### src/rtl/pipe_pkg.sv
// +--------------------------------------------------------------------------+
// | pipe_pkg : shared types and constants for the pipeline boundary register |
// | Revision : 1.0                                                           |
// +--------------------------------------------------------------------------+
`default_nettype none

package pipe_pkg;

  localparam int MAX_STAGES = 4;

  // Decode/execute control bundle; zero-extended to CTRL_W at the boundary.
  typedef struct packed {
    logic       reg_write;
    logic [1:0] result_src;
    logic       mem_write;
    logic       jump;
    logic [1:0] branch;
    logic [2:0] alu_control;
    logic       alu_src;
    logic [1:0] imm_src;
  } pipe_ctrl_t;

  localparam pipe_ctrl_t CTRL_BUBBLE = '0;

  function automatic logic stages_ok(input int n);
    return (n >= 1) && (n <= MAX_STAGES);
  endfunction

endpackage

`default_nettype wire

### src/rtl/pipe_stage_slot.sv
// +--------------------------------------------------------------------------+
// | pipe_stage_slot : one valid/ctrl/data slot with handshake and flush      |
// | Revision : 1.0                                                           |
// +--------------------------------------------------------------------------+
`default_nettype none

module pipe_stage_slot
  import pipe_pkg::*;
#(
  parameter int CTRL_W = 16,
  parameter int DATA_W = 128
) (
  input  logic              clk,
  input  logic              rst,
  input  logic              flush,
  input  logic              in_valid,
  input  logic [CTRL_W-1:0] in_ctrl,
  input  logic [DATA_W-1:0] in_data,
  input  logic              out_ready,
  output logic              out_valid,
  output logic [CTRL_W-1:0] out_ctrl,
  output logic [DATA_W-1:0] out_data
);

  logic              valid_q, valid_d;
  logic [CTRL_W-1:0] ctrl_q,  ctrl_d;
  logic [DATA_W-1:0] data_q,  data_d;
  logic              in_ready;

  assign in_ready = ~valid_q | out_ready;

  always_comb begin
    valid_d = valid_q;
    ctrl_d  = ctrl_q;
    data_d  = data_q;
    if (flush) begin
      // Data is deliberately left alone so flushes cost no datapath toggles.
      valid_d = 1'b0;
      ctrl_d  = CTRL_W'(CTRL_BUBBLE);
    end else if (in_ready) begin
      if (in_valid) begin
        valid_d = 1'b1;
        ctrl_d  = in_ctrl;
        data_d  = in_data;
      end else begin
        valid_d = 1'b0;
        ctrl_d  = CTRL_W'(CTRL_BUBBLE);
      end
    end
  end

  always_ff @(posedge clk or posedge rst) begin
    if (rst) begin
      valid_q <= 1'b0;
      ctrl_q  <= '0;
      data_q  <= '0;
    end else begin
      valid_q <= valid_d;
      ctrl_q  <= ctrl_d;
      data_q  <= data_d;
    end
  end

  assign out_valid = valid_q;
  assign out_ctrl  = ctrl_q;
  assign out_data  = data_q;

endmodule

`default_nettype wire

### src/rtl/pipe_stage_reg.sv
// +--------------------------------------------------------------------------+
// | pipe_stage_reg : STAGES-deep pipeline boundary register with flush.      |
// | Optional one-entry input skid buffer selected by macro PIPE_SKID_EN.     |
// | Revision : 1.0                                                           |
// +--------------------------------------------------------------------------+
`default_nettype none

module pipe_stage_reg
  import pipe_pkg::*;
#(
  parameter int CTRL_W = 16,
  parameter int DATA_W = 128,
  parameter int STAGES = 1
) (
  input  logic              clk,
  input  logic              rst,
  input  logic              valid_d,
  output logic              ready_d,
  input  logic [CTRL_W-1:0] ctrl_d,
  input  logic [DATA_W-1:0] data_d,
  input  logic              flush,
  output logic              valid_e,
  input  logic              ready_e,
  output logic [CTRL_W-1:0] ctrl_e,
  output logic [DATA_W-1:0] data_e
);

  if (!stages_ok(STAGES)) begin : g_stages_check
    $error("pipe_stage_reg: STAGES must be within 1..MAX_STAGES");
  end

  logic [STAGES-1:0] slot_valid;
  logic [STAGES-1:0] slot_out_ready;
  logic [CTRL_W-1:0] slot_ctrl [STAGES];
  logic [DATA_W-1:0] slot_data [STAGES];

  logic              head_valid;
  logic [CTRL_W-1:0] head_ctrl;
  logic [DATA_W-1:0] head_data;
  logic              head_in_ready;
  logic              chain_rdy;

  // Readiness is derived from the valid flops walking back from the output,
  // so no combinational path runs through a slot's own ready signal.
  always_comb begin
    slot_out_ready = '0;
    chain_rdy      = ready_e;
    for (int k = STAGES - 1; k >= 0; k--) begin
      slot_out_ready[k] = chain_rdy;
      chain_rdy         = chain_rdy | ~slot_valid[k];
    end
    head_in_ready = chain_rdy;
  end

  for (genvar k = 0; k < STAGES; k++) begin : g_slot
    logic              in_valid;
    logic [CTRL_W-1:0] in_ctrl;
    logic [DATA_W-1:0] in_data;

    if (k == 0) begin : g_head
      assign in_valid = head_valid;
      assign in_ctrl  = head_ctrl;
      assign in_data  = head_data;
    end else begin : g_body
      assign in_valid = slot_valid[k-1];
      assign in_ctrl  = slot_ctrl[k-1];
      assign in_data  = slot_data[k-1];
    end

    pipe_stage_slot #(
      .CTRL_W (CTRL_W),
      .DATA_W (DATA_W)
    ) u_slot (
      .clk       (clk),
      .rst       (rst),
      .flush     (flush),
      .in_valid  (in_valid),
      .in_ctrl   (in_ctrl),
      .in_data   (in_data),
      .out_ready (slot_out_ready[k]),
      .out_valid (slot_valid[k]),
      .out_ctrl  (slot_ctrl[k]),
      .out_data  (slot_data[k])
    );
  end

`ifdef PIPE_SKID_EN
  logic              skid_valid_q, skid_valid_d;
  logic [CTRL_W-1:0] skid_ctrl_q,  skid_ctrl_d;
  logic [DATA_W-1:0] skid_data_q,  skid_data_d;

  always_comb begin
    skid_valid_d = skid_valid_q;
    skid_ctrl_d  = skid_ctrl_q;
    skid_data_d  = skid_data_q;
    if (flush) begin
      skid_valid_d = 1'b0;
      skid_ctrl_d  = CTRL_W'(CTRL_BUBBLE);
    end else if (skid_valid_q) begin
      if (head_in_ready) begin
        skid_valid_d = 1'b0;
        skid_ctrl_d  = CTRL_W'(CTRL_BUBBLE);
      end
    end else if (valid_d && !head_in_ready) begin
      skid_valid_d = 1'b1;
      skid_ctrl_d  = ctrl_d;
      skid_data_d  = data_d;
    end
  end

  always_ff @(posedge clk or posedge rst) begin
    if (rst) begin
      skid_valid_q <= 1'b0;
      skid_ctrl_q  <= '0;
      skid_data_q  <= '0;
    end else begin
      skid_valid_q <= skid_valid_d;
      skid_ctrl_q  <= skid_ctrl_d;
      skid_data_q  <= skid_data_d;
    end
  end

  // A parked item always drains ahead of fresh input; ready_d is low then.
  assign head_valid = skid_valid_q ? 1'b1        : valid_d;
  assign head_ctrl  = skid_valid_q ? skid_ctrl_q : ctrl_d;
  assign head_data  = skid_valid_q ? skid_data_q : data_d;
  assign ready_d    = ~skid_valid_q;
`else
  assign head_valid = valid_d;
  assign head_ctrl  = ctrl_d;
  assign head_data  = data_d;
  assign ready_d    = head_in_ready;
`endif

  assign valid_e = slot_valid[STAGES-1];
  assign ctrl_e  = slot_ctrl[STAGES-1];
  assign data_e  = slot_data[STAGES-1];

endmodule

`default_nettype wire

### config.mk
export PLATFORM = sky130hd
export DESIGN_NAME = pipe_stage_reg
export DESIGN_NICKNAME = d
export VERILOG_FILES = /design/src/rtl/pipe_pkg.sv /design/src/rtl/pipe_stage_slot.sv /design/src/rtl/pipe_stage_reg.sv
export SDC_FILE = /design/constraint.sdc
export NUM_CORES = 1
export LEC_CHECK = 0
export CAP_MARGIN = 15
export CORE_MARGIN = 2
export CORE_UTILIZATION = 25
export DETAILED_ROUTE_END_ITERATION = 10
export PLACE_DENSITY = 0.54
export SYNTH_ARGS = -nofsm -noshare
export SYNTH_HDL_FRONTEND = slang
export SYNTH_SLANG_ARGS = --single-unit
### constraint.sdc
create_clock -name clk -period 6 [get_ports clk]
set_input_delay 1.2 -clock clk [delete_from_list [all_inputs] [get_ports clk]]
set_output_delay 1.2 -clock clk [all_outputs]
set_load 0.01 [all_outputs]
Word-level counts from Yosys, hierarchy flattened

Cells that the tools add are included.

Logic and storage cells: 14
Output and inout bits: 146
Input port bits: 149
Register bits: 145

Multiplexer cells: 6
Bitwise logic cells: 3
Reductions and logical operators: 2

Operators with widths:

| cell                | number |
|---|---|
| 16-bit two-way mux  | 3 |
| 1-bit two-way mux   | 3 |
| 3-bit AND reduction | 1 |
| 1-bit inverter      | 2 |
| 2-bit nonzero test  | 1 |
| 1-bit bitwise OR    | 1 |

Depth between registers and ports, before layout

Gate-level depths: netlist of run 1.

Word-level depth: 4
Mapped depth: 6
Depth with buffers taken out: 4

Cells and area by module

Synthesis of run 1 repeated with hierarchy kept, for this count alone.

Cells, all modules: 350
Area, all modules: 5540.3 µm²

Modules (own cells, without submodules):

| module          | cells an instance | sequential area each (µm²) | instances | area an instance (µm²) |
|---|---|---|---|---|
| pipe_stage_slot | 349               | 3628.5                     | 1         | 5534.1 |
| pipe_stage_reg  | 1                 | 0.0                        | 1         | 6.3 |

Least setup slack after synthesis of run 1

No wires, ideal clock.

Path type: input -> output
Start point: in ready_e
End point: out ready_d
Stages: 4
Data required time: 4.800 ns
Data arrival time: 1.823 ns
Path buffers: 2
Slack: 2.977 ns
Cells stage by stage: nor2b_1 buf_6 clkinv_1 buf_2

Cells in the longest elaborated chain, start to end: 1

Ends and longest elaborated chain:

| item               | line                 | RTL |
|---|---|---|
| start: declaration | pipe_stage_reg.sv:23 | `input logic ready_e,` |
| 1-bit bitwise OR   | pipe_stage_reg.sv:50 | `chain_rdy = chain_rdy \| ~slot_valid[k];` |
| end: declaration   | pipe_stage_reg.sv:18 | `output logic ready_d,` |

No other way between the ends.

Worst setup path in the final report of run 1

Same ends and word-level chain as after synthesis.

==> impl_metrics.ini, run 1 <==
[run_status]
status = completed

[drt]
highest_layer = met4
ant_nets = 0
drt-pass1-iter-count = 4
routedWlPerCell_um = 16.0
routed_wl_um = 15000
vias = 3976
wl_met3_um = 1200
drtIter0Drc = 127
route.met2.wl_um = 7460
drt-vias-per-instance = 4.25
drt-met1-wl_um = 5980
post-route-drc-count = 0

[sta]
setup_violations = 0
slew-limit-headroom = 0.358
max_freq_mhz = 251
period_share = 0.663
finalHoldViolCount = 0
tns_ns = 0
hold_slack_ns = 0.503
worst_slew_pin_slew_ns = 0.963
min_period_ns = 3.98
maxSlewViolCount = 0
rsz0062_at_grt = false
setup_ws_ns = 2.02
skew_ns = 0.00909

[floorplan]
die_w_um = 153
fp.dieH_um = 153
pin_count = 295
dieArea_mm2 = 0.0233
row_count = 54
core_mm2 = 0.0218
start_util = 0.254

[synthesis]
synth_top_area_share = 0.656
syn_area_mm2 = 0.00553
syn_avg_cell_area_um2 = 15.9
synth-seq-area-share = 0.656
synth_nets = 497
synth_area_leaders = dfrtp_1, mux2_2, buf_6, a21oi_1, nand3_1
synthAdderAreaFrac = 0
ys_types = 16
synth-simple-area-share = 0.0312
synth-xor-area-share = 0
synth_top_cell_by_area = dfrtp_1
synth_top_family_by_area = multiplexers
yosys_warnings = 0
ys_ff_latch = 145
synthCells = 348
synth_compound_area_frac = 0.0145
synth_mux_area_frac = 0.261

[clock_tree]
tritoncts = yes
cts_buffers = 17
ctsResizeCount = 0
root_buffer = clkbuf_16
clock_path_buffers = 2
post-cts-setup-buffers = 0
cts_max_level = 4
path_clk_slew_ns = 0.06
cts.sinks = 145
holdBufCountCts = 0
clkLatencyLatePin_ns = 0.41

[critical_path]
required_ns = 4.80
cpLargestDelayFamily = buffers and inverters
cp_max_fo = 17
crit_path_end_kind = primary output
crit_chain = clkdlybuf4s50_1 -> nor2b_1 -> clkinv_1 -> clkdlybuf4s50_1
criticalPathCategory = in2out
worstPathArrival_ns = 2.78
cpMostUsedCell = clkdlybuf4s50_1
critPathLaunchType = primary input
critPathSlowestCell = clkdlybuf4s50_1
cp_slowest_stage_delay_ns = 0.62
path_buf_inv = 3

[flow_run]
maxCapViolations = 0

[place]
dp.cells = 905
port_buffers = 294
detailed_place_hpwl_um = 10900
placed_area_mm2 = 0.00866
pre_cts_slack_ns = 2.05
gp_congestion = 0.765

[final_layout]
antenna_cells = 0
instances_no_fill = 935
drive_gt1_frac = 0.249
post-route-util = 0.427
num-fill-cells = 1989
area_delta_synth_final_pct = 68.1
final_area_mm2 = 0.00930
layout.nets = 793

[grt]
grt_pass1_vias = 4303
grt_max_degree = 103
track_usage = 0.131
grt_first_pass_wirelength_um = 24100
antenna_found_initial = 0
grt_overflow_total = 0

[min_path]
hp-class = reg2reg

[power_and_ir_drop]
leakage_nw = 3.75
p_total_mw = 3.07
max-vdd-ir-drop_v = 0.000167
power_density_mw_per_mm2 = 330
-- metal layers --
metal	track usage	up-vias
li1	-	1812
met1	0.153	1952
met2	0.219	186
met3	0.0495	26
met4	0.0485	0
met5	0	-
-- path summary, 6_finish.rpt --
| kind | startpoint | endpoint | slack [ns] | cells after the start |
|---|---|---|---|---|
| worst max register to register | g_slot[0].u_slot.out_valid | g_slot[0].u_slot.out_data[67] | 3.70 | 5 |
| max in group asynchronous | rst | g_slot[0].u_slot.out_data[63] | 3.45 | 3 |
| worst max-delay path | ready_e | ready_d | 2.02 | 4 |
| min in group asynchronous | rst | g_slot[0].u_slot.out_data[36] | 1.36 | 2 |
| worst min-delay path | g_slot[0].u_slot.out_data[39] | g_slot[0].u_slot.out_data[39] | 0.50 | 1 |
| worst min register to register | g_slot[0].u_slot.out_data[39] | g_slot[0].u_slot.out_data[39] | 0.50 | 1 |
-- layout by cell type, fill, tap and decap left out, drive strengths merged --
| cell | instances |
|---|---|
| nor2 | 2 |
| mux2 | 128 |
| nand2 | 16 |
| clkdlybuf4s50 | 294 |
| nor2b | 1 |
| clkbuf | 18 |
| inv | 4 |
| buf | 4 |
| nand3 | 16 |
| bufinv | 5 |
| clkinv | 2 |
| nor3b | 1 |
| dfrtp | 145 |
| clkinvlp | 3 |
| a21oi | 16 |
-- flip-flops by register name, indices dropped and copies added (netlist names) --
signal	cells
g_slot.u_slot.out_ctrl	16
g_slot.u_slot.out_data	128
g_slot.u_slot.out_valid	1
-- power breakdown --
part,switching (mW),total (mW),internal [mW]
Clock,0.415,1.15,0.738
Combinational,0.248,0.711,0.463
Sequential,0.0745,1.21,1.13
-- Yosys cell counts, drive strengths merged --
| library cell | count |
|---|---|
| nor2 | 2 |
| dfrtp | 145 |
| nor2b | 1 |
| nand2 | 16 |
| clkbuf | 2 |
| buf | 19 |
| clkinv | 1 |
| nand3 | 16 |
| nor3b | 1 |
| inv | 1 |
| mux2 | 128 |
| a21oi | 16 |
-- logic make-up after synthesis --
logic type,after synthesis
and+or+nand+nor,36
muxes,128
AOI/OAI and AO/OA,16
DFF,145
buffers and inverters,23
-- layout make-up --
cell class                      count  area [µm²]  area share
Inverter                            2        12.5     0.00135
Timing Repair Buffer              298        2970       0.320
Sequential cell                   145        3630       0.390
Tap cell                          280         350      0.0377
Clock inverter                     12         208      0.0223
Clock buffer                       18         429      0.0462
Multi-Input combinational cell    180        1690       0.182
No activity file was read; power rests on OpenSTA's default activity.
==> run 2: changes to the inputs <==
Settings changed: PLACE_DENSITY 0.54 to 0.56.
Clock period 6 ns to 3.4 ns, I/O delays scaled along.
==> impl_metrics.ini, run 2 (synthesized netlist as in run 1, its figures left out) <==
[run_status]
status = completed

[sta]
setup_ws_ns = 0.785
max_freq_mhz = 382
period_share = 0.769
setup_violations = 0
skew_ns = 0.00778
finalHoldViolCount = 0
worst_slew_pin_slew_ns = 0.757
maxSlewViolCount = 0
min_period_ns = 2.61
rsz0062_at_grt = false
slew-limit-headroom = 0.495
tns_ns = 0

[place]
detailed_place_hpwl_um = 11000
port_buffers = 294
pre_cts_slack_ns = 0.782
gp_congestion = 0.857

[final_layout]
multi_input_area_mm2 = 0.00169
layout.nets = 797
final_cell_mix = clkdlybuf4s50_1, dfrtp_1, mux2_2
drive_gt1_frac = 0.253
antenna_cells = 0
largest_reg_flops = 128
register_area_mm2 = 0.00363
num-fill-cells = 1995
area_delta_synth_final_pct = 69.7
final_common_cell = clkdlybuf4s50_1

[floorplan]
dieArea_mm2 = 0.0233
core_mm2 = 0.0218
die_w_um = 153
fp.dieH_um = 153
start_util = 0.254
pin_count = 295
row_count = 54

[grt]
track_usage = 0.129
grt_pass1_vias = 4356
grt_overflow_total = 0
grt_max_degree = 146
antenna_found_initial = 0
grt_first_pass_wirelength_um = 23800

[critical_path]
critPathLaunchType = primary input
reg2reg_depth = 5
cp_max_fo = 8
cp_slowest_stage_delay_ns = 0.48
crit_path_end_kind = primary output
reg2reg_from = g_slot[0].u_slot.out_valid
worstPathArrival_ns = 1.93
rr_endpoint = g_slot[0].u_slot.out_data[47]
criticalPathCategory = in2out
crit_chain = clkdlybuf4s50_1 -> nor2b_1 -> buf_4 -> clkinv_1 -> clkdlybuf4s50_1
cpMostUsedCell = clkdlybuf4s50_1
critPathSlowestCell = clkdlybuf4s50_1
r2r_slack_ns = 1.51
required_ns = 2.72

[clock_tree]
ctsResizeCount = 0
cts_max_level = 4
path_clk_slew_ns = 0.05
clkLatencyLatePin_ns = 0.41
clock_path_buffers = 2
cts_buffers = 17
root_buffer = clkbuf_16
cts.sinks = 145
post-cts-setup-buffers = 0
holdBufCountCts = 0
tritoncts = yes

[min_path]
hp-class = reg2reg
whs_path_depth = 1
min-delay-start = g_slot[0].u_slot.out_data[10]
min_to = g_slot[0].u_slot.out_data[10]

[power_and_ir_drop]
p_sw_mw = 1.31
p_comb_frac = 0.229
power_density_mw_per_mm2 = 587
clkPwrFrac = 0.383
internal-power_mw = 4.20
leakage_nw = 3.79
seq_power_share = 0.387
switching_share = 0.237
max-vdd-ir-drop_v = 0.000283

[drt]
vias = 3991
drtIter0Drc = 110
drt-pass1-iter-count = 4
routedWlPerCell_um = 16.1
routed_wl_um = 15100
post-route-drc-count = 0
ant_nets = 0
drt-vias-per-instance = 4.25

[flow_run]
maxCapViolations = 0
run 2: changes by cell type in the layout (fill, tap and decap cells not counted):
cell | previous run | this run
buf_12 | 0 | 3
clkbuf_1 | 1 | 2
clkinvlp_4 | 3 | 2
buf_4 | 4 | 5
clkinv_4 | 1 | 0
clkinv_2 | 0 | 1
bufinv_16 | 5 | 6
run 2: power groups by stage:
stage / Sequential, mW / Clock, mW / Combinational (mW)
3_3_place_gp: 2.15 / 0 / 1.27
2_1_floorplan: 2.28 / 0 / 0.344
4_1_cts: 2.14 / 2.18 / 1.29
5_1_grt: 2.17 / 2.26 / 1.34
3_5_place_dp: 2.17 / 0 / 1.29
6_report: 2.13 / 2.11 / 1.26
run 2: worst max-delay path: cells and delay by family:
family        cells  cell delay [ns]
buf+inv           4             1.14
simple gates      1             0.11
run 2: routing by layer:
layer	global-route usage	vias to the layer above	part of all wire
met3	0.0435	27	0.073
met4	0.0586	0	0.028
met5	0	-	0
li1	-	1809	-
met1	0.140	1968	0.37
met2	0.229	187	0.53
run 2: how the worst max path moves through the flow:
| stage | start | endpoint | slack (ns) | cells past startpoint |
|---|---|---|---|---|
| 4_1_cts | ready_e | ready_d | 0.77 | 5 |
| 6_report | ready_e | ready_d | 0.79 | 5 |
| 3_3_place_gp | ready_e | ready_d | 0.74 | 5 |
| 5_1_grt | ready_e | ready_d | 0.69 | 5 |
| 3_5_place_dp | ready_e | ready_d | 0.78 | 5 |
| 2_1_floorplan | rst | g_slot[0].u_slot.out_ctrl[0] | 0.90 | 1 |
run 2: area by class of cell:
cell class | instances | area share
timing repair buffer | 302 | 0.324
clock inverter | 12 | 0.0243
multi-input combinational | 180 | 0.181
tap | 280 | 0.0373
clock buffer | 19 | 0.0461
sequential | 145 | 0.387
inverter | 2 | 0.00120
run 2: metrics by stage:
stage / instance area [µm²] / total power [mW] / instances / util / hold WS, ns
after global placement: 8720 / 3.42 / 909 / 0.401 / 0.488
after floorplan: 5530 / 2.63 / 348 / - / 0.550
after detailed placement: 8720 / 3.45 / 909 / 0.401 / 0.494
after global routing: 9390 / 5.77 / 940 / 0.431 / 0.517
final: 9390 / 5.51 / 940 / 0.431 / 0.502
after CTS: 9390 / 5.61 / 940 / 0.431 / 0.507
==> run 3: changes to the inputs <==
Clock period 3.4 ns to 2.3 ns, I/O delays scaled along.
==> impl_metrics.ini, run 3 (synthesized netlist as in run 1, its figures left out) <==
[floorplan]
pin_count = 295
fp.dieH_um = 153
row_count = 54
start_util = 0.254
die_w_um = 153
dieArea_mm2 = 0.0233
core_mm2 = 0.0218

[place]
gp_congestion = 0.821
port_buffers = 294
placed_area_mm2 = 0.00894
detailed_place_hpwl_um = 11900

[final_layout]
final_common_cell = clkdlybuf4s50_1
final_cell_mix = clkdlybuf4s50_1, dfrtp_1, mux2_2
drive_gt1_frac = 0.279
largest_reg_flops = 128
area_delta_synth_final_pct = 73.0
final_area_mm2 = 0.00956
antenna_cells = 0
layout.nets = 817

[clock_tree]
cts_max_level = 4
post-cts-setup-buffers = 0
holdBufCountCts = 0
ctsResizeCount = 0
clock_path_buffers = 2
cts.sinks = 145
root_buffer = clkbuf_16
tritoncts = yes
cts_buffers = 17
clkLatencyLatePin_ns = 0.41
path_clk_slew_ns = 0.06

[drt]
drtIter0Drc = 110
ant_nets = 0
drt-pass1-iter-count = 4
vias = 4031
routedWlPerCell_um = 16.0
routed_wl_um = 15400
drt-vias-per-instance = 4.19
post-route-drc-count = 0

[sta]
max_freq_mhz = 460
finalHoldViolCount = 0
maxSlewViolCount = 0
period_share = 0.945
rsz0062_at_grt = false
skew_ns = 0.00825
worst_slew_pin_slew_ns = 0.483
setup_violations = 0
min_period_ns = 2.17
slew-limit-headroom = 0.677
hold_slack_ns = 0.436
tns_ns = 0

[critical_path]
r2r_slack_ns = 0.49
cpMostUsedCell = clkdlybuf4s50_1
critPathLaunchType = primary input
reg2reg_depth = 6
cp_max_fo = 4
cpLargestDelayFamily = buffers and inverters
criticalPathCategory = in2out
cp_slowest_stage_delay_ns = 0.49
path_buf_inv = 4
cp_num_cells = 5
crit_path_end_kind = primary output
crit_chain = clkdlybuf4s50_1 -> nor2b_1 -> buf_4 -> clkinv_1 -> clkdlybuf4s50_1
rr_endpoint = g_slot[0].u_slot.out_data[113]
startpoint = ready_e
worstPathArrival_ns = 1.71
critPathSlowestCell = clkdlybuf4s50_1
reg2reg_from = g_slot[0].u_slot.out_valid
required_ns = 1.84
endpoint = ready_d

[grt]
grt_pass1_vias = 4561
grt_overflow_total = 0
track_usage = 0.133
antenna_found_initial = 0
grt_max_degree = 47
grt_first_pass_wirelength_um = 24400

[power_and_ir_drop]
power_density_mw_per_mm2 = 833
max-vdd-ir-drop_v = 0.000452
leakage_nw = 3.89

[min_path]
hp-class = in2async

[run_status]
status = completed

[flow_run]
maxCapViolations = 0
-- run 3: changes by cell type in the layout (fill, tap and decap cells not counted), moves of 2 or more --
cell / change
buf_12: +5
bufinv_16: -3
clkinvlp_4: +2
clkbuf_8: +2
clkbuf_1: -2
clkinv_4: +2
buf_4: +15
-- run 3: worst min path at each step --
stage,startpoint,end,slack [ns]
2_1_floorplan,g_slot[0].u_slot.out_ctrl[13],g_slot[0].u_slot.out_ctrl[13],0.55
3_3_place_gp,g_slot[0].u_slot.out_data[64],g_slot[0].u_slot.out_data[64],0.49
3_5_place_dp,g_slot[0].u_slot.out_data[93],g_slot[0].u_slot.out_data[93],0.49
4_1_cts,rst,g_slot[0].u_slot.out_data[14],0.43
5_1_grt,rst,g_slot[0].u_slot.out_data[17],0.46
6_report,rst,g_slot[0].u_slot.out_data[21],0.44
-- run 3: through the flow --
stage	utilization	worst slack (ns)	power, mW	cells
after global placement	0.411	0.0930	5.11	929
final	0.440	0.126	7.96	961
after global routing	0.440	0.0464	8.35	961
after detailed placement	0.411	0.0320	5.16	929
after floorplan	-	0.0210	3.89	348
after CTS	0.440	0.115	8.11	961
-- run 3: layout make-up --
cell class              count  area [µm²]
multi-input cells         180        1690
clock inverters            13         173
clock buffers              19         453
inverters                   2        11.3
flip-flops and latches    145        3630
repair buffers            322        3250
well taps                 280         350
fillers                  1987       12200
-- run 3: routing by layer --
metal  part of all wire  vias to the layer above  track usage
met4              0.022                        0       0.0459
met3              0.065                       25       0.0387
met5                  0                        -            0
met1               0.38                     1974        0.145
met2               0.53                      174        0.245
li1                   -                     1858            -
-- run 3: report_power, final --
part	internal [mW]	total (mW)	switching, mW	leakage, nW
registers	2.95	3.16	0.209	1.73
logic	1.25	1.91	0.662	1.86
clock network	1.78	2.89	1.11	0.299
==> edit 1 (flow settings as in run 2) <==
`CTRL_W` is set to 16 in 2 places; all go to 12.
--- a/src/rtl/pipe_stage_slot.sv
+++ b/src/rtl/pipe_stage_slot.sv
@@ -7,7 +7,7 @@
 module pipe_stage_slot
   import pipe_pkg::*;
 #(
-  parameter int CTRL_W = 16,
+  parameter int CTRL_W = 12,
   parameter int DATA_W = 128
 ) (
   input  logic              clk,
--- a/src/rtl/pipe_stage_reg.sv
+++ b/src/rtl/pipe_stage_reg.sv
@@ -8,7 +8,7 @@
 module pipe_stage_reg
   import pipe_pkg::*;
 #(
-  parameter int CTRL_W = 16,
+  parameter int CTRL_W = 12,
   parameter int DATA_W = 128,
   parameter int STAGES = 1
 ) (
Interface: changed (resized ctrl_d and ctrl_e); port bits go from 295 to 287. No check against the original RTL was run, so the function may have changed too.
==> edit 1 against run 2 <==
Final area is 3.1% lower. Non-clock buffer count is 12 lower. Power is 3.9% lower. Register-to-register slack improved by 80 ps. Area after synthesis down 2.9%. Sequential cell count down 4. Die area fell by 2.8%. Routed wire length shrank 5.1%. Global-route usage is 0.49 points lower. Core utilization increased by 0.13 points. Clock skew fell by 1.7 ps. Setup slack got worse by 330 ps. Critical endpoint unchanged. Largest cell class unchanged. Largest power group unchanged.
==> edit 1: results (changes against run 2) <==
{| class="wikitable"
! Metric !! Value
|-
| Cell count after placement || 876 (-3.6%)
|-
| Half-perimeter wire length after placement || 10.5 mm (-4.6%)
|-
| Total wire length || 14.3 mm (-5.1%)
|-
| Library cells used by synthesis || 13 (-3)
|-
| Net count of the finished layout || 765 (-4.0%)
|-
| Relative contribution of sequential cells to total power || 39.3% (+0.6 points)
|-
| Outcome || complete, no violations
|-
| Ranking of synthesized cells by instance count || 141 x sky130_fd_sc_hd__dfrtp_1, 128 x sky130_fd_sc_hd__mux2_2, 12 x sky130_fd_sc_hd__a21oi_1, 12 x sky130_fd_sc_hd__nand2_1, 12 x sky130_fd_sc_hd__nand3_1
|-
| Worst slew margin || 62.5% (+13 points)
|-
| Hold Path Origin || g_slot[0].u_slot.out_data[85]
|-
| Switching Share || 24.5% (+0.72 points)
|-
| Share of the synthesized area in compound gates (AO/OA/AOI/OAI) || 1.12% (-0.33 points)
|-
| Global placement routability congestion || 0.814 (-5.0%)
|-
| Clock buffer and inverter area fraction after layout || 6.85% (-0.19 points)
|-
| Slowest cell delay on critical path || 540 ps (+60 ps)
|-
| Width of the die || 151 um (-1.4%)
|-
| Static Leak || 0.00366 uW (-3.6%)
|-
| Total track usage || 12.4% (-0.49 points)
|-
| Maximum fanout along the worst path || 15 (+7)
|-
| Multi-input combinational cell area || 1650 um^2 (-2.8%)
|-
| Count of multi-input gates || 168 (-6.7%)
|-
| Met2 global-route usage || 21.3% (-1.6 points)
|-
| Worst-case hold slack || 502 ps (-0.414 ps)
|-
| Top post-synthesis cells by area || sky130_fd_sc_hd__dfrtp_1 66%, sky130_fd_sc_hd__mux2_2 27%, sky130_fd_sc_hd__buf_6 1.9%
|-
| Met3 Use GR || 5.18% (+0.83 points)
|-
| Post-placement setup slack || 456 ps (-326 ps)
|-
| Iteration-0 DRC Markers || 58 (-47%)
|-
| Sequential Area || 3530 um^2 (-2.8%)
|-
| Crit path time final || 2950 ps (+334 ps)
|-
| Post-Synthesis Mean Instance Area || 16.3 um^2 (+2.7%)
|-
| Fill count || 1912 (-4.2%)
|-
| Global-route wire length before repair || 21.6 mm (-9.1%)
|-
| Sequential share of the synthesized area || 65.7% (+0.11 points)
|-
| Vias in the first global route || 4060 (-6.8%)
|-
| GRT met1 Usage || 13.8% (-0.19 points)
|-
| Number of synthesized register bits || 141 (-2.8%)
|-
| Total length of routed met2 wires || 7.33 mm (-8.5%)
|-
| # port buffers || 286 (-2.7%)
|-
| Detailed-route wire length on metal 1 || 5.35 mm (-4.0%)
|-
| Fin cells || 908 (-3.4%)
|}
[edit 1: changes by cell type in the layout (fill, tap and decap cells not counted), moves of 2 or more]
cell | before | now
sky130_fd_sc_hd__a21oi_1 | 16 | 12
sky130_fd_sc_hd__nand3_1 | 16 | 12
sky130_fd_sc_hd__bufinv_16 | 6 | 4
sky130_fd_sc_hd__clkinvlp_4 | 2 | 4
sky130_fd_sc_hd__buf_4 | 5 | 0
sky130_fd_sc_hd__dfrtp_1 | 145 | 141
sky130_fd_sc_hd__clkdlybuf4s50_1 | 294 | 286
sky130_fd_sc_hd__nand2_1 | 16 | 12
sky130_fd_sc_hd__clkinv_4 | 0 | 2
[edit 1: final timing paths]
kind,to,cells after the start
min in group asynchronous,g_slot[0].u_slot.out_data[11],2
worst max register to register,g_slot[0].u_slot.out_data[107],4
worst min register to register,g_slot[0].u_slot.out_data[85],1
worst min-delay path,g_slot[0].u_slot.out_data[85],1
max in group asynchronous,g_slot[0].u_slot.out_data[123],3
worst max-delay path,ready_d,4
==> edit 2 (config.mk and constraints of run 2) <==
Without the edit above. `data_q` no longer has a reset.
--- a/src/rtl/pipe_stage_slot.sv
+++ b/src/rtl/pipe_stage_slot.sv
@@ -53,12 +53,14 @@
     if (rst) begin
       valid_q <= 1'b0;
       ctrl_q  <= '0;
-      data_q  <= '0;
     end else begin
       valid_q <= valid_d;
       ctrl_q  <= ctrl_d;
-      data_q  <= data_d;
     end
+  end
+
+  always_ff @(posedge clk) begin
+    data_q <= data_d;
   end
 
   assign out_valid = valid_q;
Check against the original RTL: not equivalent (Yosys sat finds a counterexample within 4 cycles, from zero or initial values and one cycle with rst high).
==> edit 2 against run 2 <==
Via count decreased by 22%. Setup slack got worse by 350 ps. Routed wire length down 13%. Sequential cell count is the same. Count of clock-buffer cells in the layout shrank 2. Area after synthesis fell by 15%. Highest routed layer unchanged. Die area down 15%. Final area decreased by 9.1%.
Power is not compared: it rests on default switching activity, and its combinational part moved more than twofold at a synthesized area within 25%.
==> edit 2: results (changes against run 2) <==
{| class="wikitable"
! Metric !! Value
|-
| Total wire length || 13.2 mm (-13%)
|-
| Global-route wire length before repair || 19.3 mm (-19%)
|-
| Vias per cell || 4.07 (-4.2%)
|-
| Half-perimeter wire length after placement || 10.1 mm (-8.4%)
|-
| Iteration-0 DRC Markers || 164 (+49%)
|-
| Post-synthesis net count || 355 (-29%)
|-
| Crit path max-delay family || buffers and inverters
|-
| Static Leak || 0.00299 uW
|-
| Number of enable flip-flop cells after synthesis || 128 (+128)
|-
| Slowest cell delay on critical path || 520 ps (+40 ps)
|-
| Flop-to-flop setup slack || 1490 ps (-20 ps)
|-
| WP data arrival || 2290 ps (+360 ps)
|-
| Global placement routability congestion || 0.781 (-8.9%)
|-
| Final setup skew || 6.11 ps (-1.67 ps)
|-
| Vias in the first global route || 3213 (-26%)
|-
| R2r worst-path depth || 3 (-2)
|-
| Worst-margin pin slew || 640 ps (-117 ps)
|-
| Maximum fanout along the worst path || 19 (+11)
|-
| Share of the synthesized area in compound gates (AO/OA/AOI/OAI) || 2.43% (+0.98 points)
|-
| Fraction of final layout cells with drive strength greater than 1 || 10.8% (-15 points)
|-
| Sequential share of the synthesized area || 91.1% (+26 points)
|-
| Buffer type at the clock tree root || sky130_fd_sc_hd__clkbuf_16
|-
| Net count of the finished layout || 667 (-16%)
|-
| Cell count after placement || 733 (-19%)
|-
| Number of instances in the synthesized netlist || 206 (-41%)
|-
| Proportion of synthesized flip-flops having asynchronous set or reset || 11.7% (-88 points)
|-
| Total track usage || 13.2% (+0.28 points)
|-
| Pin count of the biggest net entering global routing || 56 (-62%)
|-
| Worst IR Drop VDD || ~0.00029 V
|-
| Ranking of synthesized cells by instance count || 128 x sky130_fd_sc_hd__edfxtp_1, 17 x sky130_fd_sc_hd__dfrtp_1, 16 x sky130_fd_sc_hd__nand2_1, 9 x sky130_fd_sc_hd__a21oi_2, 9 x sky130_fd_sc_hd__nand3_2
|-
| Top post-synthesis cells by area || sky130_fd_sc_hd__edfxtp_1 82%, sky130_fd_sc_hd__dfrtp_1 9.1%, sky130_fd_sc_hd__nand3_2 1.9%
|-
| Fraction of synthesized area in multiplexers || 0% (-26 points)
|-
| Outcome || complete, no violations
|}
edit 2: cell types whose count changed after synthesis, sizes merged, moves of 2 or more:
cell,run 2,this run
mux2,128,0
clkbuf,2,0
edfxtp,0,128
dfrtp,145,17
buf,19,7
edit 2: stage by stage:
step	area (um^2)	hold WS, ps	setup WS [ps]
after global routing	8530	553	372
after global placement	7940	516	466
final	8530	529	433
after floorplan	4690	551	-1280
after CTS	8530	532	432
after detailed placement	7940	515	437
edit 2: path summary, 6_finish.rpt:
path                                                from                       endpoint
hold / removal             g_slot[0].u_slot.out_ctrl[11]  g_slot[0].u_slot.out_ctrl[11]
setup / recovery                                 ready_e                        ready_d
max in group asynchronous                            rst  g_slot[0].u_slot.out_ctrl[10]
min in group asynchronous                            rst   g_slot[0].u_slot.out_ctrl[0]
setup reg to reg              g_slot[0].u_slot.out_valid  g_slot[0].u_slot.out_data[60]
hold reg to reg            g_slot[0].u_slot.out_ctrl[11]  g_slot[0].u_slot.out_ctrl[11]
edit 2: cells by family after synthesis:
family,count (synthesis)
and+or+nand+nor,36
DFF,145
AOI/OAI and AO/OA,16
buffers and inverters,9
edit 2: area by class of cell:
type	instances	area, um^2
multi-input combinational	52	339
clock inverter	14	164
inverter	2	15.0
clock buffer	17	425
tap	234	293
sequential	145	4270
timing repair buffer	300	3030
fill	1604	9990
edit 2: per-layer routing:
layer  share of wire (%)  track usage (%)
met1                  37             14.3
met2                  51             22.3
met3                 9.7             5.47
met4                 2.7             6.68
met5                   0                0
edit 2: report_power, final:
| part | internal, uW | switching, uW | total [uW] |
|---|---|---|---|
| Clock | 1150 | 712 | 1860 |
| Sequential | 2030 | 22.5 | 2050 |
| Combinational | 280 | 153 | 433 |
| Total | 3460 | 887 | 4340 |
edit 2: worst reg2reg max path, cell delays in order, from the launching register on:
cell	delay (ps)
sky130_fd_sc_hd__dfrtp_1	380
sky130_fd_sc_hd__nor2b_4	220
sky130_fd_sc_hd__nor3b_4	590
sky130_fd_sc_hd__buf_12	350
